## config.mk

```make
export PLATFORM = sky130hd
export DESIGN_NAME = hazard_ctrl
export DESIGN_NICKNAME = d
export VERILOG_FILES = /design/src/rtl/pipe_defs.sv /design/src/rtl/md_timer.sv /design/src/rtl/hazard_ctrl.sv
export SDC_FILE = /design/constraint.sdc
export NUM_CORES = 1
export LEC_CHECK = 0
export ABC_AREA = 1
export CAP_MARGIN = 20
export CORE_AREA = 2 2 59 61
export DETAILED_ROUTE_END_ITERATION = 6
export DIE_AREA = 0 0 61 63
export PLACE_DENSITY = 0.74
export SETUP_SLACK_MARGIN = 0.2
export SYNTH_ARGS = -nofsm -noshare
export SYNTH_HDL_FRONTEND = slang
export SYNTH_SLANG_ARGS = --single-unit
```

## constraint.sdc

```tcl
create_clock -name clk -period 1.7 [get_ports clk]
set_input_delay 0.34 -clock clk [delete_from_list [all_inputs] [get_ports clk]]
set_output_delay 0.34 -clock clk [all_outputs]
set_load 0.03 [all_outputs]
```

## src/rtl/pipe_defs.sv

```systemverilog
// Shared definitions for the pipeline control slice: hazard-controller
// state encodings, the hard-wired zero register and the bit layout of the
// ID/EX control vector that the bubble mux clears.
package pipe_defs;

    // Hazard controller states; the two spare codes decode back to RUN.
    typedef enum logic [1:0] {
        ST_RUN     = 2'b00,
        ST_MD_BUSY = 2'b01
    } hz_state_t;

    // $zero never carries a real dependency.
    localparam logic [4:0] REG_ZERO = 5'd0;

    // Control-vector bit positions consumed by the ID/EX bubble mux.
    localparam int CTL_MEMTOREG = 7;
    localparam int CTL_REGWRITE = 6;
    localparam int CTL_MEMREAD  = 5;
    localparam int CTL_MEMWRITE = 4;
    localparam int CTL_BRANCH   = 3;
    localparam int CTL_REGDST   = 2;
    localparam int CTL_ALUOP    = 1;
    localparam int CTL_ALUSRC   = 0;
    localparam int CTL_W        = 8;

endpackage

```

## src/rtl/md_timer.sv

```systemverilog
// Loadable down-counter that times the multiply/divide unit's EX occupancy.
// A load sets the count to MD_CYCLES-1; done is high while the count is 0,
// which marks the last busy cycle.
module md_timer #(
    parameter int MD_CYCLES = 4
) (
    input  logic clk,
    input  logic rst,
    input  logic load,
    input  logic dec,
    output logic done
);

    localparam int CW = $clog2(MD_CYCLES);
    localparam logic [CW-1:0] LOAD_VAL = CW'(MD_CYCLES - 1);
    localparam logic [CW-1:0] ONE      = CW'(1);

    logic [CW-1:0] cnt_q;

    // Counter: load wins over decrement, and the count parks at zero.
    always_ff @(posedge clk) begin
        if (rst) begin
            cnt_q <= '0;
        end else if (load) begin
            cnt_q <= LOAD_VAL;
        end else if (dec && (cnt_q != '0)) begin
            cnt_q <= cnt_q - ONE;
        end
    end

    // Done flag: count has run out.
    always_comb begin
        done = (cnt_q == '0);
    end

endmodule

```

## src/rtl/hazard_ctrl.sv

```systemverilog
// Hazard controller for the 5-stage single-issue MIPS pipeline.
// Detects load-use and HI/LO (multiply/divide) hazards on the instruction
// in ID, answers them in the same cycle by freezing PC and IF/ID and
// bubbling ID/EX, tracks the MD unit's busy window and counts bubble
// cycles for debug.
module hazard_ctrl
    import pipe_defs::*;
#(
    parameter int MD_CYCLES = 4,
    parameter int CNT_W     = 16
) (
    input  logic             clk,
    input  logic             rst,
    input  logic [4:0]       id_rs,
    input  logic [4:0]       id_rt,
    input  logic             id_uses_rt,
    input  logic             id_is_md,
    input  logic             id_reads_hilo,
    input  logic             ex_memread,
    input  logic [4:0]       ex_rt,
    input  logic             branch_taken,
    output logic             pc_write,
    output logic             ifid_write,
    output logic             ifid_flush,
    output logic             ctrl_sel,
    output logic             md_busy,
    output logic [CNT_W-1:0] stall_cnt
);

    localparam logic [CNT_W-1:0] CNT_MAX = {CNT_W{1'b1}};
    localparam logic [CNT_W-1:0] CNT_ONE = CNT_W'(1);

    // Saturating increment: the debug counter sticks at all-ones.
    function automatic logic [CNT_W-1:0] sat_inc(input logic [CNT_W-1:0] v);
        return (v == CNT_MAX) ? v : (v + CNT_ONE);
    endfunction

    hz_state_t state_q;
    hz_state_t state_d;

    logic rs_hit;
    logic rt_hit;
    logic lu;
    logic mh;
    logic stall;
    logic md_issue;
    logic md_done;

    // Hazard detection: load-use against EX, HI/LO use while MD is busy.
    always_comb begin
        rs_hit   = (ex_rt == id_rs);
        rt_hit   = id_uses_rt && (ex_rt == id_rt);
        lu       = ex_memread && (ex_rt != REG_ZERO) && (rs_hit || rt_hit);
        mh       = (state_q == ST_MD_BUSY) && (id_is_md || id_reads_hilo);
        stall    = lu || mh;
        // A stalled MULT/DIV is replayed, so it only issues on the cycle it
        // actually leaves ID; while MD is busy mh keeps it held.
        md_issue = (state_q == ST_RUN) && id_is_md && !stall && !rst;
    end

    md_timer #(
        .MD_CYCLES (MD_CYCLES)
    ) u_md_timer (
        .clk  (clk),
        .rst  (rst),
        .load (md_issue),
        .dec  (state_q == ST_MD_BUSY),
        .done (md_done)
    );

    // State register.
    always_ff @(posedge clk) begin
        if (rst) begin
            state_q <= ST_RUN;
        end else begin
            state_q <= state_d;
        end
    end

    // Next state: enter MD_BUSY on issue, leave when the timer runs out.
    always_comb begin
        state_d = state_q;
        case (state_q)
            ST_RUN: begin
                if (md_issue) begin
                    state_d = ST_MD_BUSY;
                end
            end
            ST_MD_BUSY: begin
                if (md_done) begin
                    state_d = ST_RUN;
                end
            end
            default: begin
                state_d = ST_RUN;
            end
        endcase
    end

    // Outputs: everything is held inactive during reset; otherwise the stall
    // freezes fetch and bubbles ID/EX, and it also suppresses a taken-branch
    // flush so the branch resolves again once the stall clears.
    always_comb begin
        pc_write   = 1'b0;
        ifid_write = 1'b0;
        ctrl_sel   = 1'b0;
        ifid_flush = 1'b0;
        md_busy    = 1'b0;
        if (!rst) begin
            pc_write   = !stall;
            ifid_write = !stall;
            ctrl_sel   = !stall;
            ifid_flush = branch_taken && !stall;
            md_busy    = (state_q == ST_MD_BUSY);
        end
    end

    // Bubble-cycle counter: one count per stalled edge, however many
    // hazards caused it.
    always_ff @(posedge clk) begin
        if (rst) begin
            stall_cnt <= '0;
        end else if (stall) begin
            stall_cnt <= sat_inc(stall_cnt);
        end
    end

endmodule

```

## Word level (Yosys, flattened, before mapping)

Index checks and enable logic that the tools add are counted.

| storage, ports and cells | value |
|---|---|
| bits in latches | 0 |
| output and inout bits | 21 |
| bits of input ports | 22 |
| word-level logic and storage cells | 41 |
| bits in registers | 20 |
| bits in read-only memories | 0 |
| memories kept | 0 |
| memory bits (writable) | 0 |

| operators by class | value |
|---|---|
| divide/modulo/power cells | 0 |
| reduce and logical (&&, ||, !) cells | 21 |
| magnitude comparators | 0 |
| add/subtract/negate cells | 2 |
| mux-type cells | 8 |
| shifts and indexed selects | 0 |
| equal/unequal tests | 6 |
| $mul | 0 |
| bitwise gates (word level) | 1 |

Operators with widths:

| kind | count |
|---|---|
| $add A16 B1 Y16 const B | 1 |
| $eq A16 B16 Y1 const B | 1 |
| $eq A5 B5 Y1 | 2 |
| $logic_and A1 B1 Y1 | 9 |
| $mux W2 | 4 |
| $reduce_bool A5 Y1 | 1 |
| $logic_not A2 Y1 | 2 |
| $ne A2 B2 Y1 const B | 2 |
| $pmux W2 S2 | 1 |
| $reduce_and A2 Y1 | 2 |
| $reduce_bool A2 Y1 | 2 |
| $logic_or A1 B1 Y1 | 3 |
| $mux W1 | 3 |
| $eq A2 B1 Y1 const B | 1 |
| $logic_not A1 Y1 | 2 |
| $sub A2 B1 Y2 const B | 1 |
| $not A1 Y1 | 1 |

## Depth between registers and ports, before layout

Gate-level depths: netlist (run 1).

| logic depth | value |
|---|---|
| word-level depth | 10 |
| mapped depth | 12 |
| mapped depth without buffers | 11 |

## Hierarchy

A second synthesis (run 1) with hierarchy kept.

| unflattened totals | value |
|---|---|
| cells, all modules | 227 |
| area total of the unflattened synthesis | 1440.1 um^2 |

Modules (own cells, without submodules):

| module | cells an instance | times used | area each (um^2) | seq. area each (um^2) |
|---|---|---|---|---|
| hazard_ctrl | 210 | 1 | 1326.3 | 340.3 |
| md_timer | 17 | 1 | 113.9 | 40.0 |

## Worst setup path after synthesis (run 1)

Ideal clock, no wire load.

| timing | value |
|---|---|
| path type | input-to-output |
| start | input port ex_rt[3] |
| end | output port ifid_flush |
| path buffers | 2 |
| stages | 9 |
| data required time | 1.360 ns |
| slack | -0.486 ns |
| data arrival time | 1.846 ns |
| cells stage by stage | inv_1 > nand4_1 > o21ai_0 > inv_1 > nand2_1 > nand2_2 > buf_4 > buf_6 > nor3b_1 |

| on the way | value |
|---|---|
| longest elaborated chain between the ends | 8 |
| elaborated cells between the ends (all ways) | 11 |
| those cells by class | eq/ne (2); mux (1); reduce/logical (8) |

RTL lines:

| item | line | RTL |
|---|---|---|
| start: declaration | hazard_ctrl.sv:20 | `input logic [4:0] ex_rt,` |
| $eq A5 B5 Y1 | hazard_ctrl.sv:52 | `rt_hit = id_uses_rt && (ex_rt == id_rt);` |
| $logic_and A1 B1 Y1 | hazard_ctrl.sv:52 |  |
| $logic_or A1 B1 Y1 | hazard_ctrl.sv:53 | `lu = ex_memread && (ex_rt != REG_ZERO) && (rs_hit \|\| rt_hit);` |
| $logic_and A1 B1 Y1 * | hazard_ctrl.sv:53 |  |
| $logic_or A1 B1 Y1 * | hazard_ctrl.sv:55 | `stall = lu \|\| mh;` |
| $logic_not A1 Y1 * | hazard_ctrl.sv:113 | `ifid_flush = branch_taken && !stall;` |
| $logic_and A1 B1 Y1 * | hazard_ctrl.sv:113 |  |
| $mux W1 * | hazard_ctrl.sv:109 | `if (!rst) begin` |
| end: declaration | hazard_ctrl.sv:24 | `output logic ifid_flush,` |

Mark *: on every way between the ends. The rest lies on a longest branch, timed or not.

## Final worst setup path (run 1)

| timing | value |
|---|---|
| start | input port id_is_md |
| end | output port ifid_flush |

| on the way | value |
|---|---|
| longest elaborated chain between the ends | 6 |

RTL lines:

| item | line | RTL |
|---|---|---|
| start: declaration | hazard_ctrl.sv:17 | `input logic id_is_md,` |
| $logic_or A1 B1 Y1 | hazard_ctrl.sv:54 | `mh = (state_q == ST_MD_BUSY) && (id_is_md \|\| id_reads_hilo);` |
| $logic_and A1 B1 Y1 | hazard_ctrl.sv:54 |  |
| $logic_or A1 B1 Y1 | hazard_ctrl.sv:55 |  |
| $logic_not A1 Y1 | hazard_ctrl.sv:113 |  |
| $logic_and A1 B1 Y1 | hazard_ctrl.sv:113 |  |
| $mux W1 | hazard_ctrl.sv:109 |  |

No other way between the ends.

==> results.toml, run 1 <==
[worst_hold_path]
holdCritPathClass = "reg -> reg"
whs_endpoint = "stall_cnt[13]"
whs_path_depth = 2
hp-start = "stall_cnt[13]"

[yosys]
synth_ff_type = "dfxtp_1"
synth_top_cell_by_area = "dfxtp_1"
synthTopCellsByArea = "dfxtp_1 28%, nand2_1 18%, nand3_1 9.2%"
async_flop_share_pct = 0
yosys-top-cells-count = "65 x nand2_1, 26 x inv_1, 25 x nand3_1, 19 x dfxtp_1, 17 x nor2_1"
yosys_warnings = 0
syn_area_um2 = 1360
ys_ff_latch = 19
yosysSeqAreaShare_pct = 27.9
synth.distinct_cells = 27
netlist.area_leader.share_pct = 27.9
syn_avg_cell_area_um2 = 6.37
synth_fp_nets = 238
synth_most_common_cell = "nand2_1"
synthCells = 214
synth_edf_count = 0

[detailed_routing]
via_per_inst = 5.29
wl_per_cell_um = 14.6
dr.pass1.iters = 4
drc = 0
vias = 1677
routed_wl_um = 4610
drtAntennaViolNets = 0
drt_iter0_drc = 84

[global_routing]
grt_pass1_wl_um = 5920
grt.overflow.total = 0
grt_pass1_vias = 1360
track_usage_pct = 19.7
grt_antenna_before_repair = 0
grt_max_degree = 16

[layout]
num-fill-cells = 255
nNetsFinal = 296
final_util_pct = 71.2
drive_above_1_share_pct = 42.4
area_delta_synth_final_pct = 68.9
diodes = 0

[run_status]
violations = "setup timing"
outcome = "complete, but fails checks"

[timing]
period_needed_ps = 1730
worst_slew_pin_slew_ps = 349
fin_skew_ps = 3.46
fmax_ghz = 0.578
drv_slew = 0
timing.final.crit_share_pct = 102
hold_viol = 0
max_slew_margin_pct = 76.7
grt_setup_unrepaired = "true"
setup_viol = 2
worst_slack_ps = -30.9

[clock_network]
path_clk_slew_ps = 120
numCtsBuffers = 3
clock_path_buffers = 2
numClockSinks = 19
clk_latency_ps = 310
cts_htree_levels = 1
tritoncts = "done"
cts-root-buf = "clkbuf_4"
hold_buffers = 0

[worst_setup_path]
ff2ff_setup_slack_ps = 140
critical_path_class = "in -> out"
r2r_start = "stall_cnt[11]"
cp-end-kind = "primary output"
path_max_fanout = 3
arrival_ps = 1390
startpoint_type = "primary input"
reg2reg_to = "stall_cnt[1]"
reg2reg_depth = 7
required_ps = 1360

[floorplan]
ios = 43
chipHeight_um = 63
die_area_um2 = 3840
num_rows = 21
start_util_pct = 42.2
fp.coreArea_um2 = 3230
die_x_um = 61

[power]
p_per_area_nw_per_um2 = 501
leakagePower_nw = 0.963
ir_worst_vdd_uv = 526

[placed_design]
dp_hpwl_um = 2440
dp_slack_ps = -422
place_congestion = 0.846
io_buffers = 42

[flow_run]
maxCapViolCount = 0
[power by group]
| part | internal [mW] | total (mW) | switching [mW] |
|---|---|---|---|
| registers | 0.462 | 0.481 | 0.0188 |
| logic | 0.192 | 0.422 | 0.230 |
| clock network | 0.0918 | 0.249 | 0.157 |
| total | 0.746 | 1.15 | 0.406 |
[worst max-delay path by stage]
stage	startpoint	to	slack [ps]
finish	id_is_md	ifid_flush	-30
global route	ex_rt[2]	ifid_flush	-90
detailed placement	ex_rt[2]	ifid_flush	-420
CTS	ex_rt[2]	ifid_flush	-10
global placement	ex_rt[2]	ifid_flush	-400
floorplan	ex_rt[2]	ifid_flush	-20
[routing by layer]
layer  global-route usage [%]  up-vias  wire length (um)
met2                     32.3       96              2280
met3                     2.69       20               355
met5                        0        -                 0
met4                     5.43        0               140
met1                     26.4      756              1830
li1                         -      805                 -
[placed cells by master, fill, tap and decap left out, types with 2 or more instances in the layout]
| master | instances |
|---|---|
| clkbuf_4 | 3 |
| nand2_1 | 59 |
| xnor2_1 | 2 |
| buf_2 | 4 |
| dfxtp_1 | 7 |
| nand3_4 | 9 |
| nor3_1 | 2 |
| xor2_1 | 10 |
| clkbuf_2 | 9 |
| inv_1 | 23 |
| nand2_8 | 2 |
| clkdlybuf4s15_1 | 4 |
| nand3_1 | 7 |
| nand4_1 | 5 |
| nor2_2 | 3 |
| buf_12 | 3 |
| nor2_1 | 13 |
| dlygate4sd2_1 | 15 |
| nand2_2 | 8 |
| nand3_2 | 12 |
| clkdlybuf4s50_1 | 3 |
| buf_6 | 9 |
| a21oi_2 | 15 |
| dfxtp_4 | 5 |
| nor2_4 | 3 |
| dfxtp_2 | 7 |
| inv_4 | 2 |
| buf_4 | 9 |
| nor3_4 | 2 |
[through the flow]
step           instance area, um2  hold WS (ps)  power [mW]  setup TNS, ps  std cells
6_report                     2300           527        1.15          -32.6        317
5_1_grt                      2300           536        1.20           -257        317
4_1_cts                      2040           502        1.08          -20.0        314
3_5_place_dp                 1950           486       0.825          -8570        305
3_3_place_gp                 1950           479       0.821          -8000        305
2_1_floorplan                1450           482       0.695          -17.1        214
[cells by family after synthesis]
group / Yosys count / synth area share (%)
buffers and inverters: 35 / 11.7
adder cells (fa/ha/maj): 2 / 1.84
flip-flops: 19 / 27.9
AO/OA/AOI/OAI: 19 / 7.71
AND/OR/NAND/NOR: 126 / 42.5
XOR/XNOR: 13 / 8.36
[critical path: stages]
cell,delay (ps)
clkdlybuf4s50_1,430
o21ai_2,170
nand2_4,100
nor3b_4,200
buf_6,150
[state kept, by name (all words and copies together) (netlist names)]
register / cells
state_q: 1
stall_cnt: 16
u_md_timer.cnt_q: 2
[timing repair]
action,in CTS,in global routing
buffers inserted,2,3
pin swaps,26,35
endpoints found under the hold margin,0,0
setup endpoints to repair,40,24
cloned,3,0
gates resized for setup,72,74
[cell type report]
| type | instances | area [um2] | area share (%) |
|---|---|---|---|
| clock buffers | 4 | 26.3 | 1.14 |
| multi-input cells | 163 | 1160 | 50.6 |
| well taps | 46 | 57.6 | 2.50 |
| inverters | 27 | 124 | 5.38 |
| flip-flops and latches | 19 | 408 | 17.7 |
| repair buffers | 58 | 522 | 22.7 |
Note: power is estimated with default switching activity, not from simulation.
==> run 2: changes to the inputs <==
--- a/config.mk
+++ b/config.mk
@@ -7,10 +7,10 @@
 export LEC_CHECK = 0
 export ABC_AREA = 1
 export CAP_MARGIN = 20
-export CORE_AREA = 2 2 59 61
+export CORE_AREA = 2 2 66 68
 export DETAILED_ROUTE_END_ITERATION = 6
-export DIE_AREA = 0 0 61 63
-export PLACE_DENSITY = 0.74
+export DIE_AREA = 0 0 68 70
+export GPL_ROUTABILITY_DRIVEN = 1
 export SETUP_SLACK_MARGIN = 0.2
 export SYNTH_ARGS = -nofsm -noshare
 export SYNTH_HDL_FRONTEND = slang
==> run 2 against run 1 <==
The flow still finishes with violations (setup timing). Setup slack got worse by 34 ps. Sequential power barely moved. Hold slack worse by 25 ps. Core utilization fell by 19 points. Cell count increased by 1.6%. Sequential share of layout area increased by 1.0 points. Flip-flop and latch count unchanged. Non-clock buffer count did not move. First-iteration DRC count fell by 68%. Critical path type unchanged. Critical endpoint unchanged. Largest power group unchanged. Highest routed layer unchanged.
==> results.toml, run 2 (synthesis gave the netlist of run 1 again) <==
[run_status]
outcome = "complete, but fails checks"
violations = "setup timing"

[global_routing]
track_usage_pct = 16.1
grt_max_degree = 16
grt.overflow.total = 0
grt_pass1_vias = 1420
grt_pass1_wl_um = 6200
grt_antenna_before_repair = 0

[detailed_routing]
dr.pass1.iters = 4
wl_per_cell_um = 12.0
drc = 0
routed_wl_um = 3880
drt_iter0_drc = 27
wl_met3_um = 158
via_per_inst = 4.70
dr_wl_met2_um = 1880
vias = 1515
drt-met1-wl_um = 1770
highest_layer = "met4"
drtAntennaViolNets = 0

[timing]
period_needed_ps = 1770
fin_skew_ps = 4.60
timing.final.crit_share_pct = 104
grt_setup_unrepaired = "true"
max_slew_margin_pct = 73.1
fmax_ghz = 0.567
worst_slew_pin_slew_ps = 401
worst_slack_ps = -65.2
timing.hold.ws_ps = 502
drv_slew = 0
hold_viol = 0
setup_viol = 4

[layout]
final_cell_area_um2 = 2160
nNetsFinal = 295
largest_reg_flops = 16
final_common_cell = "nand2_1"
drive_above_1_share_pct = 31.9
area_delta_synth_final_pct = 58.9
regMostFlops = "stall_cnt"
final_cell_mix = "62 x nand2_1, 22 x inv_1, 22 x dlygate4sd2_1"
diodes = 0
finalNonFillerCells = 322
top_regs = "stall_cnt: 16 flops, u_md_timer.cnt_q: 2 flops, state_q: 1 flops"

[worst_setup_path]
critical_path_class = "in -> out"
required_ps = 1360
arrival_ps = 1430
reg2reg_depth = 7
startpoint_type = "primary input"
cp-end-kind = "primary output"
path_max_fanout = 3

[clock_network]
numCtsBuffers = 3
cts-root-buf = "clkbuf_8"
numClockSinks = 19
path_clk_slew_ps = 70
cts_htree_levels = 1
clk_latency_ps = 250
tritoncts = "done"
clock_path_buffers = 2

[floorplan]
die_area_um2 = 4760
fp.coreArea_um2 = 4140
chipHeight_um = 70
num_rows = 24
die_x_um = 68
ios = 43
start_util_pct = 32.9

[power]
ir_worst_vdd_uv = 340
p_per_area_nw_per_um2 = 554
p_total_mw = 1.20
leakagePower_nw = 0.947

[placed_design]
place_area_um2 = 1950
placed_cells = 310
dp_hpwl_um = 2530
place_congestion = 0.819
io_buffers = 42

[worst_hold_path]
holdCritPathClass = "reg -> reg"
whs_path_depth = 2

[flow_run]
maxCapViolCount = 0
[run 2: cell types whose count changed in the layout (fill, tap and decap cells not counted), sizes merged]
| cell | delta |
|---|---|
| clkdlybuf4s15 | -1 |
| nand3 | -1 |
| clkbuf | -5 |
| dlygate4sd2 | +7 |
| clkdlybuf4s50 | -1 |
[run 2: per-stage QoR]
stage | util [%] | TNS, ps | setup WS (ps)
after floorplan | - | -17.1 | -17.1
after global placement | 47.1 | -8480 | -411
after detailed placement | 47.1 | -8810 | -417
after CTS | 49.1 | -12.5 | -6.08
after global routing | 52.2 | -398 | -96.0
final | 52.2 | -177 | -65.2
[run 2: report_power, final]
part | leakage [nW] | internal (mW) | switching, mW
combinational | 0.763 | 0.191 | 0.212
clock | 0.0228 | 0.166 | 0.150
sequential | 0.161 | 0.463 | 0.0161
[run 2: worst max-delay path: stages]
cell             delay [ps]
clkdlybuf4s50_1         400
o21ai_1                 220
nand2_4                 110
nor3b_4                 200
buf_6                   150
[run 2: path summary, 6_finish.rpt]
path | from | to | slack, ps
min reg2reg | stall_cnt[15] | stall_cnt[15] | 500
max reg2reg | stall_cnt[0] | stall_cnt[7] | 70
min | stall_cnt[15] | stall_cnt[15] | 500
max | id_reads_hilo | ifid_flush | -70
[run 2: cell type report]
type | instances | area, um2
fill | 427 | 1980
sequential | 19 | 405
clock buffer | 4 | 45.0
timing repair buffer | 58 | 536
tap | 52 | 65.1
inverter | 27 | 124
multi-input combinational | 162 | 990
[run 2: layer usage]
layer	up-vias	GRT usage, %
met1	687	22.3
li1	794	-
met3	6	1.77
met4	0	4.22
met5	-	0
met2	28	26.2
[run 2: what timing repair did]
action | in CTS | in global routing
pin swaps | 23 | 28
cloned | 1 | 2
setup buffers | 4 | 1
gates resized for setup | 71 | 28
hold buffers | 0 | 0
setup endpoints to repair | 40 | 23
